## src/rtl/synchronous_fifo.sv

```systemverilog
// Single-clock FIFO with occupancy count, threshold flags, sticky error flags
// and a choice of registered or first-word-fall-through read data.
module synchronous_fifo #(
  parameter int address_bus_length = 4,
  parameter int data_bus_length    = 8,
  parameter int almost_full_level  = 12,
  parameter int almost_empty_level = 2,
  parameter bit show_ahead         = 1'b0
) (
  input  logic                          fifo_clk,
  input  logic                          fifo_rst,
  input  logic                          write_enable,
  input  logic [data_bus_length-1:0]    trans_data,
  input  logic                          read_enable,
  output logic [data_bus_length-1:0]    recv_data,
  output logic                          read_valid,
  output logic                          fifo_full,
  output logic                          fifo_empty,
  output logic                          fifo_almost_full,
  output logic                          fifo_almost_empty,
  output logic [address_bus_length:0]   fifo_count,
  output logic                          overflow,
  output logic                          underflow
);

  localparam int count_width = address_bus_length + 1;
  localparam int depth       = 2 ** address_bus_length;
  localparam logic [address_bus_length:0] depth_count = count_width'(depth);
  localparam logic [address_bus_length:0] af_level    = count_width'(almost_full_level);
  localparam logic [address_bus_length:0] ae_level    = count_width'(almost_empty_level);

  logic [data_bus_length-1:0]    mem [depth];
  logic [address_bus_length-1:0] wr_ptr;
  logic [address_bus_length-1:0] rd_ptr;
  logic [address_bus_length:0]   count;
  logic [address_bus_length:0]   count_next;
  logic                          wr_accept;
  logic                          rd_accept;

  // Acceptance looks only at the registered flags, so a full FIFO refuses a
  // write even when a read frees a slot on the same edge (and vice versa).
  always_comb begin
    wr_accept  = write_enable & ~fifo_full;
    rd_accept  = read_enable & ~fifo_empty;
    count_next = count;
    case ({wr_accept, rd_accept})
      2'b10:   count_next = count + 1'b1;
      2'b01:   count_next = count - 1'b1;
      default: count_next = count;
    endcase
  end

  always_ff @(posedge fifo_clk) begin
    if (fifo_rst) begin
      wr_ptr            <= '0;
      rd_ptr            <= '0;
      count             <= '0;
      fifo_full         <= 1'b0;
      fifo_empty        <= 1'b1;
      fifo_almost_full  <= 1'b0;
      fifo_almost_empty <= 1'b1;
      overflow          <= 1'b0;
      underflow         <= 1'b0;
    end else begin
      if (wr_accept) wr_ptr <= wr_ptr + 1'b1;
      if (rd_accept) rd_ptr <= rd_ptr + 1'b1;
      count             <= count_next;
      fifo_full         <= (count_next == depth_count);
      fifo_empty        <= (count_next == '0);
      fifo_almost_full  <= (count_next >= af_level);
      fifo_almost_empty <= (count_next <= ae_level);
      if (write_enable & fifo_full) overflow  <= 1'b1;
      if (read_enable & fifo_empty) underflow <= 1'b1;
    end
  end

  // Storage is deliberately left unreset; only the pointers define contents.
  always_ff @(posedge fifo_clk) begin
    if (wr_accept && !fifo_rst) mem[wr_ptr] <= trans_data;
  end

  assign fifo_count = count;

  if (show_ahead) begin : g_show_ahead
    assign recv_data  = mem[rd_ptr];
    assign read_valid = ~fifo_empty;
  end else begin : g_registered
    logic [data_bus_length-1:0] read_data;
    logic                       read_pulse;

    always_ff @(posedge fifo_clk) begin
      if (fifo_rst) begin
        read_data  <= '0;
        read_pulse <= 1'b0;
      end else begin
        read_pulse <= rd_accept;
        if (rd_accept) read_data <= mem[rd_ptr];
      end
    end

    assign recv_data  = read_data;
    assign read_valid = read_pulse;
  end

endmodule
```

## config.mk

```make
export PLATFORM = sky130hd
export DESIGN_NAME = synchronous_fifo
export DESIGN_NICKNAME = d
export VERILOG_FILES = /design/src/rtl/synchronous_fifo.sv
export SDC_FILE = /design/constraint.sdc
export NUM_CORES = 1
export LEC_CHECK = 0
export CAP_MARGIN = 20
export CORE_UTILIZATION = 50
export DETAILED_ROUTE_END_ITERATION = 6
export MAX_ROUTING_LAYER = met4
export PLACE_DENSITY = 0.81
export SYNTH_ARGS = -nofsm -noshare
export SYNTH_HDL_FRONTEND = slang
export SYNTH_SLANG_ARGS = --single-unit
```

## constraint.sdc

```tcl
create_clock -name fifo_clk -period 2.3 [get_ports fifo_clk]
set_input_delay 0.23 -clock fifo_clk [delete_from_list [all_inputs] [get_ports fifo_clk]]
set_output_delay 0.23 -clock fifo_clk [all_outputs]
set_load 0.01 [all_outputs]
```

==> reports/qor.txt, run 1 <==
run status = complete, no violations
critical path class = register to register
root buffer cell = clkbuf_16
min Tclk post-route = 2.20 ns
max-cap violation count = 0
Peak VDD IR = 0.591 mV
total power = 6.72 mW
DP Wirelength = 7.83 mm
Tcrit/Tclk final = 95.6%
number of core rows = 40
ys async rst share = 0%
Synth Area in Compound Gates = 6.01%
commonest non-fill, non-tap cells in the layout = 128 x edfxtp_1, 42 x buf_4, 39 x nor2_1
IO Count = 32
die area = 12800 um2
antenna violations before repair = 0
startpoint types = register
final hold viol count = 0
Synth Area in Adders = 1.62%
first-pass GRT wire length = 19.0 mm
clock buffer count from CTS = 17
Starting Density = 51.3%
clock transition at the registers of the reported paths = 0.06 ns
most used routing layer = met2
Die Ht = 113 um
simple-gate share of the synthesized area = 5.66%
initial DRC count = 303
total grt overflow = 0
Skew-Pair Late Insertion Delay = 0.41 ns
worst relative slew slack = 52.2%
TritonRoute pass-1 iters = 4
global routing usage on met1 = 25.9%
final setup violation count = 0
TritonCTS clock tree = done
largest net degree at the start of global routing = 36
Slew @ Worst Pin = 0.715 ns
Total GRT Usage = 20.9%
Max Buffers Root-to-Sink = 2
Residual DRC = 0
vias in the first global route = 3532
chip width = 113 um
Hold WS = 0.451 ns
XOR/XNOR share of the synthesized area = 1.28%
Antenna Nets Post-Route = 0
clk sink count = 156
syn nets = 385
P_leak = 2.52 nW
Synth Flop Type = edfxtp_1
Synth area leaders = edfxtp_1 62%, mux4_2 12%, dfxtp_1 9.1%
synthesized area per cell = 16.9 um2
n_diodes = 0
Routability Congestion = 0.866
Max FO, Critical Path = 6
Yosys warnings = 0
Slew Limit Fails = 0
WL/cell = 20.1 um
synthesized area = 6160 um2
Core ar. = 12000 um2
clock skew = 0.00662 ns
Vias/cell = 5.85
met2 Use GR = 33.5%
synthesized flop and latch total = 156
Layout area overhead = 21.9%
grt met3 use = 4.28%
Worst EP arrival = 2.56 ns
Fmax = 0.455 GHz
most common cell after layout, fill and taps aside = edfxtp_1
Pwr Density = 895 nW/um2
fillcell total = 828
final WL = 12.0 mm
largest area contributor in the netlist = edfxtp_1
H-Tree Depth = 4
share of layout cells above drive strength 1 = 25.8%
post-synthesis mux area share = 12.0%
PortBufs = 31
Seq/Total Area, Yosys = 71.5%
Crit. End Element = register
post-synth top area share = 62.4%
via count = 3492
Worst EP required = 2.66 ns
Post-synth EDFFs = 128
# nets final = 457
worst min-delay path category = input port to register
Post-Synthesis Cells = 365
combinational family with the most area after synthesis = multiplexers
Yosys cell types = 39
## worst max-delay path, stage by stage, from the launching register on
cell and delay (ns):
dfxtp_2 0.34, nor2b_2 0.18, inv_4 0.04, nand2_2 0.09, inv_1 0.07, ha_4 0.24, a21o_1 0.21, a2111oi_4 0.42
mux2i_2 0.34, and4bb_1 0.22
## sequential cells by signal, indices dropped and copies added, names as in the netlist
name and count:
mem 128, recv_data 8, fifo_count 5, rd_ptr 4, wr_ptr 4, fifo_almost_empty 1
fifo_almost_full 1, fifo_empty 1, fifo_full 1, overflow 1, read_valid 1, underflow 1
## per-stage QoR
stage	setup TNS (ns)	util (%)	setup WS, ns	area [um2]	cells
global placement	-3.53	57.6	-0.326	6920	565
CTS	0	62.3	0.0414	7480	597
global route	-0.0234	62.5	-0.0234	7510	597
finish	0	62.5	0.101	7510	597
detailed placement	-4.38	57.6	-0.431	6920	565
floorplan	0	-	0.0287	6170	365
## final cells by class
cell class	count	area, um2	area share [%]
clock buffer	19	433	5.76
clock inverter	13	125	1.67
inverter	6	25.0	0.333
multi-input combinational	181	1670	22.3
sequential	156	4410	58.7
tap	147	184	2.45
timing repair buffer	75	666	8.86
## metal layers
metal,part of all wire (%),up-vias
met5,0,-
met4,1.4,0
met3,4.7,13
met2,52,108
met1,42,1799
li1,-,1572
## synth_stat cells (5+ instances only)
| library cell | n |
|---|---|
| dfxtp_1 | 28 |
| edfxtp_1 | 128 |
| nor3_1 | 7 |
| a22oi_1 | 17 |
| nand2_1 | 16 |
| nand2b_1 | 5 |
| xnor2_1 | 5 |
| mux4_2 | 32 |
| buf_1 | 5 |
| clkbuf_1 | 12 |
| a21oi_1 | 22 |
| ha_1 | 8 |
| nor2_1 | 39 |
## where the power goes
group / total, mW / switching, mW / internal [mW] / leakage (nW)
Combinational: 0.908 / 0.430 / 0.478 / 0.878
Sequential: 3.20 / 0.0586 / 3.14 / 1.38
Clock: 2.62 / 1.04 / 1.58 / 0.262
## what timing repair did
item,4_1_cts,5_1_grt
setup buffers,0,0
pin swaps,1,2
endpoints found under the setup margin,1,4
resized for setup,1,7
hold buffers,0,0
## cell families (layout without fill, tap and decap cells)
family                     count (synthesis)  count (layout)
xor gates and xnor gates                   9               9
DFF                                      156             156
and+or+nand+nor                           78              78
buffers and inverters                     28             113
AOI/OAI and AO/OA                         52              52
adders and majority gates                  8               8
muxes                                     34              34
## final timing paths
check	startpoint	endpoint	slack (ns)	cells after the start
max reg2reg	fifo_full	fifo_almost_empty	0.10	9
min	write_enable	overflow	0.45	3
min reg2reg	overflow	overflow	0.49	2
max	fifo_full	fifo_almost_empty	0.10	9
(Power assumes the default switching activity.)
==> inputs of run 2 (changes only) <==
PLACE_DENSITY = 0.78   (was 0.81)
clock period = 2.6 ns   (was 2.3 ns; I/O delays follow)
==> reports/qor.txt, run 2 (synthesis gave the netlist of run 1 again) <==
worst min-delay path category = register to register
total power = 6.06 mW
chip width = 113 um
n_diodes = 0
TritonCTS clock tree = done
via count = 3428
Antenna Nets Post-Route = 0
commonest non-fill, non-tap cells in the layout = 128 x edfxtp_1, 39 x nor2_1, 37 x buf_4
Worst EP required = 2.96 ns
largest net degree at the start of global routing = 36
Peak VDD IR = 0.602 mV
final worst slack = 0.209 ns
max-cap violation count = 0
WL/cell = 21.0 um
PortBufs = 31
H-Tree Depth = 4
vias in the first global route = 3571
Fmax = 0.418 GHz
total grt overflow = 0
run status = complete, no violations
worst relative slew slack = 51.4%
r2r worst-path depth = 10
DP Wirelength = 7.99 mm
final setup violation count = 0
WP buf/inv = 2
Hold-fix buffers, CTS = 0
cell family with most CP delay = compound AO/OA/AOI/OAI gates
post-CTS sizing = 0
Starting Density = 51.3%
most common cell after layout, fill and taps aside = edfxtp_1
Die Ht = 113 um
final WL = 12.4 mm
Crit. End Element = register
antenna violations before repair = 0
P_leak = 2.51 nW
RSZ-0062 raised after global routing = false
root buffer cell = clkbuf_16
number of core rows = 40
Total GRT Usage = 22.1%
# nets final = 451
Top reg by flops = mem
Routability Congestion = 0.878
max reg flops = 128
startpoint types = register
critical path cell sequence = nor2b_2 -> inv_4 -> nand2_1 -> inv_1 -> ha_1 -> o211ai_1 -> a21oi_1 -> a2111oi_4 -> mux2i_1 -> and4bb_1
Tcrit/Tclk final = 92.0%
Hold WS = 0.474 ns
Skew-Pair Late Insertion Delay = 0.42 ns
Slew @ Worst Pin = 0.728 ns
clk sink count = 156
clock transition at the registers of the reported paths = 0.06 ns
Vias/cell = 5.80
critical path class = register to register
share of layout cells above drive strength 1 = 23.6%
Post-CTS Setup Repair Bufs = 0
Post-Layout Cell Count = 591
Layout area overhead = 21.0%
Worst EP arrival = 2.75 ns
clock buffer count from CTS = 17
worst stage delay on the critical path = 0.38 ns
worst slack at placement = -0.192 ns
Max Buffers Root-to-Sink = 2
Placed Cells = 559
IO Count = 32
TritonRoute pass-1 iters = 5
Hold Path Stages = 2
Slew Limit Fails = 0
CP max-delay cell = a2111oi_4
die area = 12800 um2
min Tclk post-route = 2.39 ns
Core ar. = 12000 um2
final hold viol count = 0
initial DRC count = 265
stages on the worst setup path = 10
first-pass GRT wire length = 19.6 mm
clock skew = 0.0150 ns
Pwr Density = 813 nW/um2
fin util = 62.1%
Max FO, Critical Path = 6
Residual DRC = 0
==> run 2: worst reg2reg max path: cells and delay by family, from the launching register on <==
family | cells | cell delay [ns]
buf+inv | 2 | 0.10
mux | 1 | 0.37
compound gates | 3 | 0.63
fa+ha+maj | 1 | 0.34
simple gates | 3 | 0.54
flops | 1 | 0.35
==> run 2: final timing paths <==
path	startpoint	end	slack [ns]
worst min register to register	overflow	overflow	0.47
worst max register to register	fifo_full	fifo_almost_empty	0.21
worst max-delay path	fifo_full	fifo_almost_empty	0.21
worst min-delay path	overflow	overflow	0.47
==> run 2: through the flow <==
step,instance area [um2],TNS (ns)
global route,7460,0
detailed placement,6860,-0.741
floorplan,6160,0
CTS,7460,0
global placement,6860,-0.272
finish,7460,0
==> run 2: power by group <==
part / internal [mW] / leakage, nW / total (mW) / switching [mW]
logic: 0.388 / 0.841 / 0.747 / 0.359
clock network: 1.51 / 0.290 / 2.47 / 0.963
registers: 2.77 / 1.38 / 2.84 / 0.0668
total: 4.67 / 2.51 / 6.06 / 1.39
==> run 2: layout make-up <==
| type | instances | area [um2] |
|---|---|---|
| Multi-Input combinational cell | 181 | 1640 |
| Clock buffer | 18 | 429 |
| Timing Repair Buffer | 69 | 608 |
| Inverter | 6 | 25.0 |
| Fill cell | 839 | 4550 |
| Sequential cell | 156 | 4410 |
| Tap cell | 147 | 184 |
| Clock inverter | 14 | 168 |
==> run 2: metal layers <==
metal	part of all wire, %	global-route usage, %	vias to the layer above	wire, um
met5	0	-	-	0
met3	4.4	5.46	20	544
met1	42	27.4	1765	5190
met2	51	35.3	88	6370
met4	2.3	8.95	0	291
li1	-	-	1555	-
==> inputs of run 3 (changes only) <==
TNS_END_PERCENT = 50   (was not set)
clock period = 2.7 ns   (was 2.6 ns; I/O delays follow)
==> reports/qor.txt, run 3 (synthesis gave the netlist of run 1 again) <==
run status = complete, no violations
Crit. End Element = register
Slew Limit Fails = 0
cell family with most CP delay = compound AO/OA/AOI/OAI gates
startpoint types = input port
Residual DRC = 0
TritonCTS clock tree = done
clock buffer count from CTS = 17
Tcrit/Tclk final = 87.9%
min Tclk post-route = 2.37 ns
n_diodes = 0
worst min-delay path category = register to register
Vias/cell = 5.85
total grt overflow = 0
R2R Path End = fifo_almost_empty
Hold Path Stages = 2
Placed Cells = 558
critical path cell sequence = clkdlybuf4s50_1 -> nor2b_2 -> inv_4 -> nand2_1 -> inv_1 -> ha_1 -> o211ai_1 -> a21oi_1 -> a2111oi_4 -> mux2i_1 -> and4bb_1
WL/cell = 20.2 um
worst relative slew slack = 53.3%
Post-CTS Setup Repair Bufs = 0
Post-Layout Cell Count = 590
fillcell total = 834
WP buf/inv = 3
Max FO, Critical Path = 6
hold wc startpoint = overflow
Max Buffers Root-to-Sink = 2
Hold-fix buffers, CTS = 0
largest net degree at the start of global routing = 36
Routability Congestion = 0.879
PortBufs = 31
worst stage delay on the critical path = 0.48 ns
antenna violations before repair = 0
max reg flops = 128
Fmax = 0.421 GHz
initial DRC count = 223
final setup violation count = 0
die area = 12800 um2
clock skew = 0.00743 ns
via count = 3451
Core ar. = 12000 um2
r2r setup slk = 0.33 ns
Worst R2R Start = fifo_full
CP max-delay cell = clkdlybuf4s50_1
number of core rows = 40
chip width = 113 um
Slew @ Worst Pin = 0.700 ns
Die Ht = 113 um
post-CTS sizing = 0
RSZ-0062 raised after global routing = false
Starting Density = 51.3%
Layout area overhead = 20.4%
final hold viol count = 0
# nets final = 450
root buffer cell = clkbuf_16
TritonRoute pass-1 iters = 4
Antenna Nets Post-Route = 0
vias in the first global route = 3515
most common cell after layout, fill and taps aside = edfxtp_1
Worst EP required = 3.06 ns
r2r worst-path depth = 10
final WL = 11.9 mm
clk sink count = 156
DP Wirelength = 7.92 mm
H-Tree Depth = 4
max-cap violation count = 0
first-pass GRT wire length = 19.1 mm
fin util = 61.8%
Hold EP = overflow
share of layout cells above drive strength 1 = 23.9%
Peak VDD IR = 0.580 mV
Skew-Pair Late Insertion Delay = 0.42 ns
IO Count = 32
Top reg by flops = mem
clock transition at the registers of the reported paths = 0.06 ns
Hold WS = 0.478 ns
Worst EP arrival = 2.74 ns
Pwr Density = 768 nW/um2
Total GRT Usage = 21.5%
P_leak = 2.49 nW
commonest non-fill, non-tap cells in the layout = 128 x edfxtp_1, 39 x nor2_1, 36 x buf_4
critical path class = input port to register
-- run 3: cell type report --
class | instances | area (um2) | share of cell area, %
timing repair buffer | 68 | 601 | 8.09
clock buffer | 18 | 429 | 5.78
multi-input combinational | 181 | 1640 | 22.1
inverter | 6 | 25.0 | 0.337
sequential | 156 | 4410 | 59.4
tap | 147 | 184 | 2.48
clock inverter | 14 | 136 | 1.84
-- run 3: worst register-to-register path, stage by stage (launching register included) --
cell,delay [ns]
dfxtp_1,0.35
nor2b_2,0.19
inv_4,0.04
nand2_1,0.11
inv_1,0.06
ha_1,0.36
o211ai_1,0.13
a21oi_1,0.13
a2111oi_4,0.38
mux2i_1,0.36
and4bb_1,0.23
-- run 3: stage by stage --
| stage | instance area, um2 | power (mW) | worst slack [ns] | TNS [ns] |
|---|---|---|---|---|
| after global placement | 6850 | 3.47 | -0.0159 | -0.0159 |
| after global routing | 7420 | 5.90 | 0.110 | 0 |
| after CTS | 7420 | 5.74 | 0.324 | 0 |
| final | 7420 | 5.69 | 0.327 | 0 |
| after detailed placement | 6850 | 3.50 | -0.0853 | -0.188 |
| after floorplan | 6160 | 3.21 | 0.379 | 0 |
-- run 3: routing by layer --
metal  up-vias  share of wire (%)  global-route usage (%)
met3        29                7.0                    7.12
met4         0                2.5                    8.86
met2       138                 51                    33.2
li1       1555                  -                       -
met5         -                  0                       -
met1      1729                 39                    26.2
-- run 3: worst max path at each step --
stage,start,endpoint,slack [ns],depth (start not counted)
after floorplan,fifo_full,fifo_almost_empty,0.38,10
after global placement,write_enable,fifo_almost_empty,-0.02,10
after detailed placement,write_enable,fifo_almost_empty,-0.09,10
after CTS,fifo_full,fifo_almost_empty,0.32,9
after global routing,fifo_empty,fifo_almost_empty,0.11,10
final,write_enable,fifo_almost_empty,0.33,11
-- run 3: report_power, final --
group          switching [mW]  leakage, nW  internal (mW)
combinational           0.336        0.835          0.370
sequential             0.0714         1.38           2.67
clock                   0.960        0.274           1.29
total                    1.37         2.49           4.33
